File: config.mk
export PLATFORM = sky130hd
export DESIGN_NAME = instr_fetch
export DESIGN_NICKNAME = d
export VERILOG_FILES = /design/src/rtl/instr_fetch.sv
export SDC_FILE = /design/constraint.sdc
export NUM_CORES = 1
export LEC_CHECK = 0
export ABC_AREA = 1
export CORE_MARGIN = 5
export CORE_UTILIZATION = 49
export CTS_BUF_LIST = sky130_fd_sc_hd__clkbuf_4
export DETAILED_ROUTE_END_ITERATION = 8
export GPL_ROUTABILITY_DRIVEN = 1
export MAX_ROUTING_LAYER = met4
export PLACE_DENSITY = 0.89
export SYNTH_ARGS = -nofsm -noshare
export SYNTH_HDL_FRONTEND = slang
export SYNTH_SLANG_ARGS = --single-unit
File: constraint.sdc
create_clock -name clk -period 2.3 [get_ports clk]
set_input_delay 0.345 -clock clk [delete_from_list [all_inputs] [get_ports clk]]
set_output_delay 0.345 -clock clk [all_outputs]
set_load 0.03 [all_outputs]
File: src/rtl/instr_fetch.sv
// Instruction fetch unit: requests one 16-bit instruction word at a time,
// holds it until the decode stage acknowledges it, then advances or
// redirects the PC.
module instr_fetch #(
  parameter logic [31:0] RESET_PC = 32'h0000_0000
) (
  input  logic        clk,
  input  logic        rst,
  input  logic        stall,
  output logic        mem_req,
  output logic [31:0] mem_addr,
  input  logic        mem_ready,
  input  logic [15:0] mem_rdata,
  output logic [15:0] instr,
  output logic        instr_valid,
  input  logic        instr_ack,
  input  logic        branch_taken,
  input  logic [31:0] branch_target,
  output logic [31:0] pc
);

  typedef enum logic [1:0] {
    StIdle,
    StFetch,
    StHold
  } state_e;

  // Instructions are halfword aligned, so the PC never carries bit 0.
  localparam logic [31:0] ResetPcAligned = RESET_PC & ~32'h1;

  state_e      state_q, state_d;
  logic [31:0] pc_q, pc_d;
  logic [15:0] instr_q, instr_d;

  // State, PC and held instruction; reset abandons any outstanding request.
  always_ff @(posedge clk or posedge rst) begin
    if (rst) begin
      state_q <= StIdle;
      pc_q    <= ResetPcAligned;
      instr_q <= 16'h0000;
    end else begin
      state_q <= state_d;
      pc_q    <= pc_d;
      instr_q <= instr_d;
    end
  end

  // Next-state logic: stall only gates starting a fetch, never aborts one.
  always_comb begin
    state_d = state_q;
    pc_d    = pc_q;
    instr_d = instr_q;
    unique case (state_q)
      StIdle: begin
        if (!stall) begin
          state_d = StFetch;
        end
      end
      StFetch: begin
        if (mem_ready) begin
          instr_d = mem_rdata;
          state_d = StHold;
        end
      end
      StHold: begin
        if (instr_ack) begin
          // pc + 2 wraps naturally at 2^32.
          pc_d    = branch_taken ? (branch_target & ~32'h1) : (pc_q + 32'd2);
          state_d = stall ? StIdle : StFetch;
        end
      end
      default: begin
        state_d = StIdle;
      end
    endcase
  end

  // Outputs come straight from registers or the decoded state.
  always_comb begin
    mem_req     = (state_q == StFetch);
    instr_valid = (state_q == StHold);
    mem_addr    = pc_q;
    pc          = pc_q;
    instr       = instr_q;
  end

endmodule

==> results of run 1 <==
-- power groups by stage --
stage	clock network (mW)	logic (mW)	registers, mW
finish	0.548	4.18	1.83
CTS	0.557	4.21	1.83
floorplan	0	2.06	2.53
global placement	0	4.13	1.82
detailed placement	0	4.19	1.84
global route	0.594	4.45	1.92
-- stage by stage --
stage / total power, mW / hold WS [ns] / utilization (%) / setup WS (ns) / cells
detailed placement: 6.04 / 0.484 / 67.8 / 0.371 / 673
global placement: 5.94 / 0.472 / 67.8 / 0.451 / 673
global route: 6.96 / 0.351 / 69.1 / 0.117 / 681
finish: 6.55 / 0.317 / 69.1 / 0.211 / 681
CTS: 6.59 / 0.336 / 69.1 / 0.184 / 681
floorplan: 4.59 / 0.431 / - / 0.641 / 488
-- flip-flops by register name, indices dropped and copies added (netlist names) --
name      count
state_q       2
instr        16
mem_addr     31
-- cells by family after synthesis --
group / count (synthesis) / share of synthesized area [%]
and+or+nand+nor: 272 / 35.6
buffers and inverters: 96 / 15.0
AOI/OAI and AO/OA: 52 / 7.94
DFF: 49 / 35.7
muxes: 16 / 5.25
adders and majority gates: 1 / 0.364
other: 1 / 0.109
-- worst max-delay path, cell delays in order, from the launching register on --
cell             delay (ns)
dfrtp_1                0.43
inv_2                  0.10
nand2_2                0.09
inv_1                  0.06
clkdlybuf4s50_1        0.68
-- area by class of cell --
class                   instances  share of cell area [%]
inverters                      48                    3.84
clock buffers                   5                   0.800
well taps                      96                    2.56
repair buffers                137                    29.5
multi-input cells             343                    36.2
clock inverters                 3                    1.01
flip-flops and latches         49                    26.1
-- layer usage --
| metal | wire length [um] | part of all wire, % |
|---|---|---|
| met2 | 4540 | 48 |
| met4 | 102 | 1.1 |
| met3 | 732 | 7.8 |
| met5 | 0 | 0 |
| met1 | 4060 | 43 |
-- synth_stat cells --
| library cell | number | area [um2] |
|---|---|---|
| nand2_4 | 3 | 33.8 |
| inv_1 | 42 | 158 |
| o21ai_1 | 13 | 65.1 |
| buf_2 | 7 | 35.0 |
| ha_1 | 1 | 12.5 |
| nor3_1 | 5 | 25.0 |
| a21oi_1 | 22 | 110 |
| nor2_2 | 5 | 31.3 |
| buf_1 | 1 | 3.75 |
| a21oi_2 | 1 | 8.76 |
| nand2_1 | 133 | 499 |
| buf_6 | 3 | 33.8 |
| nor2_4 | 10 | 113 |
| clkbuf_1 | 4 | 15.0 |
| and2_1 | 4 | 25.0 |
| buf_4 | 33 | 248 |
| nor2_8 | 1 | 20.0 |
| a31oi_1 | 1 | 6.26 |
| nand2_2 | 7 | 43.8 |
| nand3_1 | 34 | 170 |
| o31ai_1 | 2 | 15.0 |
| o21ai_0 | 12 | 60.1 |
| dfrtp_1 | 49 | 1230 |
| mux2_1 | 9 | 101 |
| conb_1 | 1 | 3.75 |
| inv_2 | 6 | 22.5 |
| o21a_1 | 1 | 7.51 |
| mux2_2 | 7 | 78.8 |
| nor2_1 | 70 | 263 |
-- final timing paths --
kind,depth (start not counted),start,slack (ns),to
worst min-delay path,2,rst,0.32,instr[7]$_DFFE_PP0P_
worst max register to register,10,mem_addr[2]$_DFFE_PP0N_,0.57,mem_addr[23]$_DFFE_PP0N_
worst min register to register,1,instr[13]$_DFFE_PP0P_,0.51,instr[13]$_DFFE_PP0P_
worst max-delay path,4,state_q[0]$_DFFE_PP0P_,0.21,instr_valid
max in group asynchronous,3,rst,1.43,mem_addr[9]$_DFFE_PP0N_
min in group clk,1,instr[13]$_DFFE_PP0P_,0.51,instr[13]$_DFFE_PP0P_
==> results.toml, run 1 <==
[drt]
via_per_inst = 4.98
drc = 0
first_iter_violations = 172
drt-total-wl_um = 9440
antenna_left = 0
drt_first_pass_iters = 4
vias = 3393
drt-wirelength-per-cell_um = 13.9

[global_routing]
met3_usage_pct = 5.61
gr-usage-met2_pct = 38.5
grt.busiest_layer = "met2"
antenna_found_initial = 0
grt_usage_pct = 22.7
grt_first_pass_wirelength_um = 15800
grt_pass1_vias = 3481
grt_max_degree = 31
overflow = 0
met1_usage_pct = 27.4

[finish]
synthToLayoutAreaGrowth_pct = 36.6
diodes = 0
fin_nets = 639
regArea_um2 = 1230
layout_common_cells = "nand2_1, clkdlybuf4s50_1, nor2_1"
final_common_cell = "nand2_1"
drive_gt1_share_pct = 9.23
fillers = 578
final_area_um2 = 4690
multi_input_area_um2 = 1700

[timing]
fin_tns_setup_ns = 0
final.min_clock_period_ns = 2.09
post-route-period-util_pct = 90.8
hold_violations = 0
worst_slew_pin_slew_ns = 0.591
rsz0062_at_grt = "false"
clock-skew-final_ns = 0.00824
max_freq_ghz = 0.479
slew_violations = 0
max-slew-margin-rel_pct = 60.5
setup_viol = 0

[outcome]
outcome = "finished, final reports clean"

[clocking]
clock_latency_ns = 0.38
ctsResizeCount = 0
cts_max_level = 2
postCtsSetupRepairBufs = 0
cts_num_sinks = 49
root_buffer = "clkbuf_4"
cts_hold_buf = 0
clockBufferDepth = 2
cts_buffers = 5
clk_pin_slew_ns = 0.16
cts_tree = "done"

[pwr]
p_per_area_nw_per_um2 = 1400
pwr-share-clk_pct = 8.4
power_frac_comb_pct = 63.7
p_int_mw = 3.18
seq_power_share_pct = 27.9
switching_share_pct = 51.5
leakagePower_nw = 2.11
ir_worst_vdd_mv = 0.937
netSwitchingPower_mw = 3.37

[setup_path]
path_max_fanout = 3
cp-end-kind = "output port"
worstPathArrival_ns = 1.74
start_kind = "flop"
required_ns = 1.96
path_class = "reg -> out"

[synth]
ys_seq_area_share_pct = 35.7
synth_cells = 487
synth.distinct_cells = 29
synth_seq_cells = 49
yosysWarnings = 0
syn_avg_cell_area_um2 = 7.05
netlist_area_um2 = 3430

[place]
port_buffers = 132
hpwl_um = 7290
gp_congestion = 0.898
dpl-instance-area_um2 = 4610

[min_path]
min_path_type = "in -> async"

[die]
dieArea_um2 = 8780
pin_count = 136
die_x_um = 93.7
core_um2 = 6790
die_h_um = 93.7
initial_core_util_pct = 50.6
num_rows = 30

[flow_run]
maxCapViolations = 0
Power figures use the tool's default switching activity.
==> run 2, diff against run 1 <==
--- a/config.mk
+++ b/config.mk
@@ -13,6 +13,7 @@
 export GPL_ROUTABILITY_DRIVEN = 1
 export MAX_ROUTING_LAYER = met4
 export PLACE_DENSITY = 0.89
+export SLEW_MARGIN = 10
 export SYNTH_ARGS = -nofsm -noshare
 export SYNTH_HDL_FRONTEND = slang
 export SYNTH_SLANG_ARGS = --single-unit
==> results of run 2 <==
The final DEF is identical to that of run 1; final timing and power are the same.
